==> src/rtl/pipe_out_block_reader.sv <==
// rtl/pipe_out_block_reader.sv - host-side pipe-out block reader with local FWFT buffer
//
// Polls the producer's available-word count, issues BLOCK_LEN-word read
// bursts (producer answers one cycle after each strobe), buffers the words in
// a local first-word-fall-through FIFO and re-streams them on a valid/ready
// port while keeping a delivered-word count and a wrapping checksum.
//
// Ports:
//   ti_clk            clock
//   a_rst_n           asynchronous reset, active-low
//   start             pulse, begin a transfer of num_blocks blocks (ignored while busy)
//   abort             pulse, stop issuing reads, drain, finish
//   num_blocks        blocks to read, sampled on start
//   ti_out_available  words the producer currently holds
//   ti_out_data_en    read strobe to producer, one word per high cycle
//   ti_out_data       producer word, valid the cycle after ti_out_data_en
//   m_data / m_valid / m_ready   output word stream
//   busy              transfer in progress
//   done              one-cycle pulse at end of transfer
//   word_count        words delivered since last start
//   checksum          wrapping sum of words delivered since last start
`timescale 1ns/1ps

module pipe_out_block_reader #(
  parameter int DATA_WIDTH = 16,
  parameter int CNT_WIDTH  = 16,
  parameter int BLOCK_LEN  = 16,
  parameter int BUF_DEPTH  = 32
) (
  input  logic                  ti_clk,
  input  logic                  a_rst_n,
  input  logic                  start,
  input  logic                  abort,
  input  logic [CNT_WIDTH-1:0]  num_blocks,
  input  logic [CNT_WIDTH-1:0]  ti_out_available,
  output logic                  ti_out_data_en,
  input  logic [DATA_WIDTH-1:0] ti_out_data,
  output logic [DATA_WIDTH-1:0] m_data,
  output logic                  m_valid,
  input  logic                  m_ready,
  output logic                  busy,
  output logic                  done,
  output logic [CNT_WIDTH-1:0]  word_count,
  output logic [DATA_WIDTH-1:0] checksum
);

  localparam int AW = (BUF_DEPTH > 1) ? $clog2(BUF_DEPTH) : 1;
  localparam int PW = AW + 1;
  localparam int BW = (BLOCK_LEN > 1) ? $clog2(BLOCK_LEN) : 1;
  // A burst may start only while occupied+in-flight leaves a whole block free.
  localparam logic [PW:0]    SPACE_LIMIT = (PW+1)'(BUF_DEPTH - BLOCK_LEN);
  localparam logic [BW-1:0]  LAST_BEAT   = BW'(BLOCK_LEN - 1);

  typedef enum logic [2:0] {
    S_IDLE  = 3'd0,
    S_WAIT  = 3'd1,
    S_BURST = 3'd2,
    S_DRAIN = 3'd3,
    S_DONE  = 3'd4
  } state_t;

  state_t                r_state;
  state_t                w_next;
  logic [CNT_WIDTH-1:0]  r_blocks_left;
  logic [BW-1:0]         r_beat;
  logic                  r_cap_valid;
  logic [PW-1:0]         r_wr_ptr;
  logic [PW-1:0]         r_rd_ptr;
  logic [DATA_WIDTH-1:0] r_mem [BUF_DEPTH];
  logic [CNT_WIDTH-1:0]  r_word_count;
  logic [DATA_WIDTH-1:0] r_checksum;

  logic [PW-1:0]         w_count;
  logic [PW:0]           w_reserved;
  logic                  w_space_ok;
  logic                  w_avail_ok;
  logic                  w_last_beat;
  logic                  w_fifo_empty;
  logic                  w_rd;
  logic [DATA_WIDTH-1:0] w_head;

  assign w_count      = r_wr_ptr - r_rd_ptr;
  assign w_reserved   = {1'b0, w_count} + {{PW{1'b0}}, r_cap_valid};
  assign w_space_ok   = (w_reserved <= SPACE_LIMIT);
  assign w_avail_ok   = (ti_out_available >= CNT_WIDTH'(BLOCK_LEN));
  assign w_last_beat  = (r_beat == LAST_BEAT);
  assign w_fifo_empty = (w_count == '0);
  assign w_rd         = !w_fifo_empty && m_ready;
  assign w_head       = r_mem[r_rd_ptr[AW-1:0]];

  // Head is forced to zero while empty so the port reads 0 out of reset.
  assign m_valid      = !w_fifo_empty;
  assign m_data       = w_fifo_empty ? '0 : w_head;
  assign word_count   = r_word_count;
  assign checksum     = r_checksum;

  // State register
  always_ff @(posedge ti_clk or negedge a_rst_n) begin
    if (!a_rst_n) begin
      r_state <= S_IDLE;
    end else begin
      r_state <= w_next;
    end
  end

  // Next-state logic
  always_comb begin
    w_next = r_state;
    case (r_state)
      S_IDLE: begin
        if (start) begin
          w_next = (num_blocks == '0) ? S_DONE : S_WAIT;
        end
      end
      S_WAIT: begin
        if (abort) begin
          w_next = S_DRAIN;
        end else if (w_avail_ok && w_space_ok) begin
          w_next = S_BURST;
        end
      end
      S_BURST: begin
        if (abort) begin
          w_next = S_DRAIN;
        end else if (w_last_beat) begin
          w_next = (r_blocks_left == CNT_WIDTH'(1)) ? S_DRAIN : S_WAIT;
        end
      end
      S_DRAIN: begin
        if (!r_cap_valid && w_fifo_empty) begin
          w_next = S_DONE;
        end
      end
      S_DONE:  w_next = S_IDLE;
      default: w_next = S_IDLE;
    endcase
  end

  // Moore outputs
  always_comb begin
    ti_out_data_en = 1'b0;
    busy           = 1'b0;
    done           = 1'b0;
    case (r_state)
      S_IDLE:  busy = 1'b0;
      S_BURST: begin
        ti_out_data_en = 1'b1;
        busy           = 1'b1;
      end
      S_DONE: begin
        done = 1'b1;
        busy = 1'b1;
      end
      default: busy = 1'b1;
    endcase
  end

  // Burst bookkeeping and capture of the word returned one cycle after a strobe
  always_ff @(posedge ti_clk or negedge a_rst_n) begin
    if (!a_rst_n) begin
      r_blocks_left <= '0;
      r_beat        <= '0;
      r_cap_valid   <= 1'b0;
    end else begin
      r_cap_valid <= ti_out_data_en;
      if (r_state == S_IDLE && start) begin
        r_blocks_left <= num_blocks;
      end else if (r_state == S_BURST && w_last_beat && !abort) begin
        r_blocks_left <= r_blocks_left - CNT_WIDTH'(1);
      end
      if (r_state == S_BURST && !w_last_beat) begin
        r_beat <= r_beat + BW'(1);
      end else begin
        r_beat <= '0;
      end
    end
  end

  // FIFO pointers; the write side never checks full because space was reserved
  always_ff @(posedge ti_clk or negedge a_rst_n) begin
    if (!a_rst_n) begin
      r_wr_ptr <= '0;
      r_rd_ptr <= '0;
    end else begin
      if (r_cap_valid) begin
        r_wr_ptr <= r_wr_ptr + PW'(1);
      end
      if (w_rd) begin
        r_rd_ptr <= r_rd_ptr + PW'(1);
      end
    end
  end

  always_ff @(posedge ti_clk) begin
    if (r_cap_valid) begin
      r_mem[r_wr_ptr[AW-1:0]] <= ti_out_data;
    end
  end

  // Delivery statistics, cleared when a transfer is accepted
  always_ff @(posedge ti_clk or negedge a_rst_n) begin
    if (!a_rst_n) begin
      r_word_count <= '0;
      r_checksum   <= '0;
    end else if (r_state == S_IDLE && start) begin
      r_word_count <= '0;
      r_checksum   <= '0;
    end else if (w_rd) begin
      r_word_count <= r_word_count + CNT_WIDTH'(1);
      r_checksum   <= r_checksum + w_head;
    end
  end

endmodule

==> config.mk <==
export PLATFORM = sky130hd
export DESIGN_NAME = pipe_out_block_reader
export DESIGN_NICKNAME = d
export VERILOG_FILES = /design/src/rtl/pipe_out_block_reader.sv
export SDC_FILE = /design/constraint.sdc
export NUM_CORES = 1
export LEC_CHECK = 0
export CAP_MARGIN = 20
export CORE_UTILIZATION = 60
export CTS_BUF_LIST = sky130_fd_sc_hd__clkbuf_16
export CTS_CLUSTER_DIAMETER = 120
export DETAILED_ROUTE_END_ITERATION = 10
export PLACE_DENSITY = 0.8
export SETUP_SLACK_MARGIN = 0.5
export SLEW_MARGIN = 20
export SYNTH_ARGS = -nofsm -noshare
export SYNTH_HDL_FRONTEND = slang
export SYNTH_SLANG_ARGS = --single-unit
==> constraint.sdc <==
create_clock -name ti_clk -period 10 [get_ports ti_clk]
set_input_delay 1.5 -clock ti_clk [delete_from_list [all_inputs] [get_ports ti_clk]]
set_output_delay 1.5 -clock ti_clk [all_outputs]
set_load 0.02 [all_outputs]
---- Word level (Yosys, flattened, before mapping) ----
Memory sizes are Yosys's and may differ from the RTL's.
Index checks and enable logic that the tools add are counted.
storage, ports and cells
  bits in writable memories ............... 512
  word-level logic and storage cells ...... 68
  memories kept ........................... 1
  register bits ........................... 68
  output and inout port bits .............. 52
  input port bits ......................... 53
memories
  name   words  bits a word  rd ports  clocked after memory_dff  write ports  RTL line  RTL
  r_mem  32     16           1         0                         1            69        logic [DATA_WIDTH-1:0] r_mem [BUF_DEPTH];
operators by class
  magnitude comparators ................... 2
  mux-type cells .......................... 22
  reduce and logical (&&, ||, !) cells .... 17
  equal/unequal tests ..................... 10
  add/sub/neg operators ................... 8
operators by type and width
  operator                                                            number
  2-to-1 mux 16 bit                                                   7
  2-to-1 mux 3 bit                                                    7
  adder 16 x 1 -> 16 bit, second input constant                       1
  adder 16 bit                                                        1
  == test 16 x 1 -> 1 bit, second input constant                      1
  greater-or-equal comparator 16 x 5 -> 1 bit, second input constant  1
  logical NOT 16 bit                                                  1
  subtractor 16 x 1 -> 16 bit, second input constant                  1
  adder 6 x 1 -> 6 bit, second input constant                         2
  one-hot mux 3 bit (4 select lines)                                  1
  adder 6 x 1 -> 7 bit                                                1
  less-or-equal comparator 7 x 5 -> 1 bit, second input constant      1
  logical AND 1 bit                                                   7
  == test 3 x 2 -> 1 bit, second input constant                       2
  logical NOT 6 bit                                                   1
  != test 3 bit, second input constant                                2
  subtractor 6 bit                                                    1
  2-to-1 mux 1 bit                                                    5
  adder 4 x 1 -> 4 bit, second input constant                         1
  == test 4 bit, second input constant                                1
  logical NOT 1 bit                                                   4
  2-to-1 mux 4 bit                                                    1
  != test 2 bit, second input constant                                2
  AND reduction 4 bit                                                 1
  5 further kinds                                                     6

---- Depth between registers and ports, before layout ----
  depth in word-level cells ............... 7
  gate-level depth with buffers ........... 16
  depth with buffers taken out ............ 13

---- Worst setup path before layout ----
No wires, ideal clock.
  path kind ............................... register to output
  start ................................... reg r_rd_ptr[1]
  end ..................................... out m_data[10]
  cell stages (with the launch flop) ...... 15
  required time ........................... 8.500 ns
  slack ................................... 5.161 ns
  data arrival time ....................... 3.339 ns
  path buffers ............................ 6
  path through ............................ dfrtp_1 > buf_6 > buf_2 > buf_1 > inv_1 > fa_1 > a21o_1 > a21oi_2 > xnor2_1 > a2111oi_4 > and2_1 > buf_4 > buf_2 > buf_2 > a21oi_1
on the way
  word-level cells in the longest chain between the ends .. 3
  elaborated cells between the ends (all ways) .. 4
  classes of those cells .................. 1 x add/sub; 1 x mux; 1 x reduce/logical; 1 x memory
RTL lines
  what                    RTL line  RTL
  from (decl)             68        logic [PW-1:0] r_rd_ptr;
  from (signal assigned)  189       r_rd_ptr <= r_rd_ptr + PW'(1);
  subtractor 6 bit        82        assign w_count = r_wr_ptr - r_rd_ptr;
  logical NOT 6 bit       87        assign w_fifo_empty = (w_count == '0);
  2-to-1 mux 16 bit (*)   93        assign m_data = w_fifo_empty ? '0 : w_head;
  to (decl)               38        output logic [DATA_WIDTH-1:0] m_data,
Mark *: on every way between the ends. The rest lies on a longest branch, timed or not.

---- Worst setup path in the final report ----
  start ................................... reg r_rd_ptr[4]
  end ..................................... out m_data[0]
The elaborated chain is that of the path after synthesis.

==> reports/results.md <==
| Group | Quantity | Reported |
|---|---|---|
| sta | Setup clock skew after layout | 22.9 ps |
| yosys | Compound-cell area share of the yosys netlist | 0.0375 |
| detailed routing | Total vias in the final route | 13196 |
| detailed routing | Via density per instance | 6.56 |
| clock network | TritonCTS buffer count | 55 |
| yosys | Share of the yosys chip area belonging to registers | 0.711 |
| floorplan | Number of placement rows | 72 |
| yosys | Syn_area_per_cell | 18.3 sq um |
| detailed routing | Wire length reported by the detailed router | 56700 um |
| yosys | Asr flop ratio synth | 0.117 |
| finish | Growth of design area from synthesis to finish | 14.6% |
| worst setup path | Worst endpoint data arrival time | 5740 ps |
| grt | Global-route usage over all layers | 0.285 |
| sta | Final cycle utilization of the critical path | 0.724 |
| worst setup path | CP max FO | 27 |
| yosys | Ranking of synthesized cells by area | edfxtp_1, mux4_2, dfrtp_1 |
| placement | Number of buffers inserted by port buffering | 100 |
| sta | Fmax achieved | 0.138 GHz |
| floorplan | Io pins | 105 |
| grt | Maximum number of pins on one net before global-route repair | 101 |
| yosys | Number of nets in the synthesized netlist | 1398 |
| detailed routing | First DRT Iteration DRCs | 1309 |
| grt | Number of antenna violations at the first check in global routing | 3 |
| finish | Share of the core filled with cells in the final layout | 0.704 |
| yosys | Largest area contributor in the netlist | edfxtp_1 |
| worst setup path | Crit path capture type | output port |
| placement | Placer congestion estimate | 0.828 |
| floorplan | Die boundary width | 202 um |
| grt | GR Overflow Total | 0 |
| clock network | Number of buffers on the longest clock path | 3 |
| detailed routing | DR DRC count | 0 |
| sta | Slew at the pin with the worst max-slew slack | 1130 ps |
| sta | Final Slew Violations | 0 |
| yosys | Cell area after synthesis | 0.0240 sq mm |
| placement | HPWL after DPL | 31400 um |
| yosys | Gate count after technology mapping | 1312 |
| clock network | Clock tree sinks | 580 |
| sta | RSZ-0062 raised after global routing | no |
| outcome | Status | finished, final reports clean |
| grt | Vias in the first global route | 13393 |
| worst setup path | Crit Path Category | reg2out |
| yosys | Number of register bits inferred by synthesis | 580 |
| yosys | Largest family of logic cells by synthesized area | multiplexers |
| yosys | Simple-Gate Fraction of Synth Area | 0.0493 |
| grt | Global-route wire length before repair | 84300 um |
| clock network | Skew-Pair Late Insertion Delay | 620 ps |
| worst setup path | Kind of start point of the critical path | flip-flop |
| placement | Number of instances in the placed design | 1908 |
| sta | Post-Route Hold Slack | 466 ps |
| worst setup path | Worst path required time | 8500 ps |
| yosys | Most used DFF post-synth | edfxtp_1 |
| power and ir drop | Leakage power of the design | 0.00921 uW |
| yosys | Xor-xnor portion of the synthesized cell area | 0.0150 |
| finish | Share of layout cells above drive strength 1 | 0.211 |
| sta | Final hold violations | 0 |
| worst setup path | Slowest stage cell, crit path | and2_1 |
| clock network | Clock transition time at the flip-flop clock pins of the worst setup and hold paths | 60 ps |
| sta | Setup tns final | 0 ps |
| yosys | Share of the synthesized area in the top cell type | 0.640 |
| clock network | Depth of the CTS H-tree | 2 |
| sta | Slew Limit Headroom | 0.244 |
| detailed routing | Antenna violation net count after detailed routing | 0 |
| worst setup path | Cell-by-cell trace of the critical path | clkinv_1 > ha_1 > xnor2_1 > a2111oi_4 > and2_1 > a21oi_1 > clkdlybuf4s50_1 |
| yosys | Count of distinct cell types in the synthesized netlist | 61 |
| clock network | Number of buffers inserted by hold repair at cts | 0 |
| detailed routing | Number of optimization iterations in the first detailed-route pass | 6 |
| detailed routing | Post-detailed-route wirelength per cell | 28.2 um |
| yosys | Adder-cell share of the synthesized area | 0.0178 |
| floorplan | Core Region | 0.0391 sq mm |
| floorplan | Die Outline Area | 0.0408 sq mm |
| flow run | Max-cap check violation count | 0 |
| clock network | CTS Root Buffer Type | clkbuf_16 |
| finish | Post-layout nets | 1535 |
| yosys | Number of enable flip-flop cells after synthesis | 512 |
| sta | Final period demand of the worst path | 7240 ps |
| power and ir drop | Total power density per cell area | 300 mW/mm^2 |
| floorplan | Overall die height | 202 um |
| clock network | Post-CTS setup buffer count | 0 |
| sta | Finish-stage setup viols | 0 |
| yosys | Warnings from Yosys | 0 |
| min path | Type of the tightest min-delay check | reg2reg |
| power and ir drop | Worst IR Drop VDD | 0.000227 V |
| clock network | CTS tree | done |
| clock network | Number of gates given a new drive strength after cts | 0 |
| finish | Fillers | 2381 |
| floorplan | Initial cell density of the core | 0.614 |
| yosys | Share of cell area taken by muxes after synthesis | 0.155 |
| worst setup path | Maximum cell stage delay along the critical path | 980 ps |
| finish | Number of standard cells in the layout, taps in and fillers out | 2013 |
==> metal layers <==
metal / wire (um) / GRT usage / vias to the layer above
met5: 37 / 0 / -
met4: 1980 / 0.0996 / 6
met3: 5000 / 0.0526 / 117
met2: 28400 / 0.479 / 751
met1: 21300 / 0.379 / 6757
li1: - / - / 5565
==> through the flow <==
stage          setup slack, ps  total power, uW  cell area [sq um]
6_report                  2760             8260              27500
5_1_grt                   2590             8650              27500
4_1_cts                   2860             8290              27500
3_5_place_dp              3510             6270              25800
3_3_place_gp              3590             6190              25800
2_1_floorplan             5160             5290              24000
==> power by group <==
part	total (uW)	internal (uW)	leakage [uW]	switching, uW
Clock	2000	1100	0.000883	893
Sequential	2980	2780	0.00545	196
Combinational	3290	1510	0.00287	1770
==> cell usage in the layout, fill, tap and decap left out, types with 14 or more instances in the layout <==
master / n
clkbuf_16: 55
nand3_1: 22
dfrtp_1: 65
edfxtp_1: 512
clkinv_1: 14
ha_1: 31
o21ai_0: 24
buf_4: 38
nor2_1: 69
mux4_2: 159
nand2_1: 97
xnor2_1: 30
a21oi_1: 45
clkdlybuf4s50_1: 93
inv_1: 35
==> path summary, 6_finish.rpt <==
path / start / end / slack, ps / cells after the start
max in group asynchronous: a_rst_n / r_rd_ptr[0] / 8190 / 2
min reg2reg: r_beat[0] / r_beat[0] / 470 / 1
min: r_beat[0] / r_beat[0] / 470 / 1
max: r_rd_ptr[4] / m_data[0] / 2760 / 7
min in group asynchronous: a_rst_n / r_blocks_left[5] / 1100 / 2
max reg2reg: r_rd_ptr[1] / checksum[15] / 4290 / 14
==> critical path, delay by kind of cell, from the launching register on <==
family | cells | cell delay (ps)
AO/OA/AOI/OAI | 2 | 1000
XOR/XNOR | 1 | 220
adder cells (fa/ha/maj) | 1 | 640
buffers and inverters | 2 | 1450
flip-flops | 1 | 820
AND/OR/NAND/NOR | 1 | 980
==> sequential cells by signal, summed over array words and instances (netlist names) <==
name           cells
r_wr_ptr           6
word_count        16
r_beat             4
r_blocks_left     16
r_cap_valid        1
r_mem            512
r_rd_ptr           6
r_state            3
checksum          16
==> layout make-up <==
cell class / count / area [sq um] / share of cell area
timing repair buffer: 141 / 1310 / 0.0475
antenna: 1 / 2.50 / 0.0000909
clock inverter: 47 / 335 / 0.0122
multi-input combinational: 644 / 6660 / 0.242
inverter: 27 / 101 / 0.00368
clock buffer: 55 / 1380 / 0.0500
tap: 518 / 648 / 0.0236
sequential: 580 / 17100 / 0.621
==> synth_stat cells, types with 6 or more instances <==
cell type	instances
nor3_1	22
mux2i_1	12
or3_1	8
nor2_1	71
nand2_1	97
a21oi_1	46
ha_1	31
mux4_2	159
nor4_1	6
o21ai_0	24
buf_2	13
inv_1	24
clkbuf_1	31
nand3_1	22
edfxtp_1	512
xor2_1	11
a211oi_1	13
nand4_1	9
dfrtp_1	68
o211ai_1	9
xnor2_1	30
buf_1	15
==> cell families (layout without fill, tap and decap cells) <==
logic type | after synthesis | in the layout
and+or+nand+nor | 261 | 261
other | 0 | 1
xor gates and xnor gates | 41 | 41
muxes | 172 | 172
AOI/OAI and AO/OA | 137 | 137
adders and majority gates | 33 | 33
buffers and inverters | 88 | 270
DFF | 580 | 580
Power figures use the tool's default switching activity.
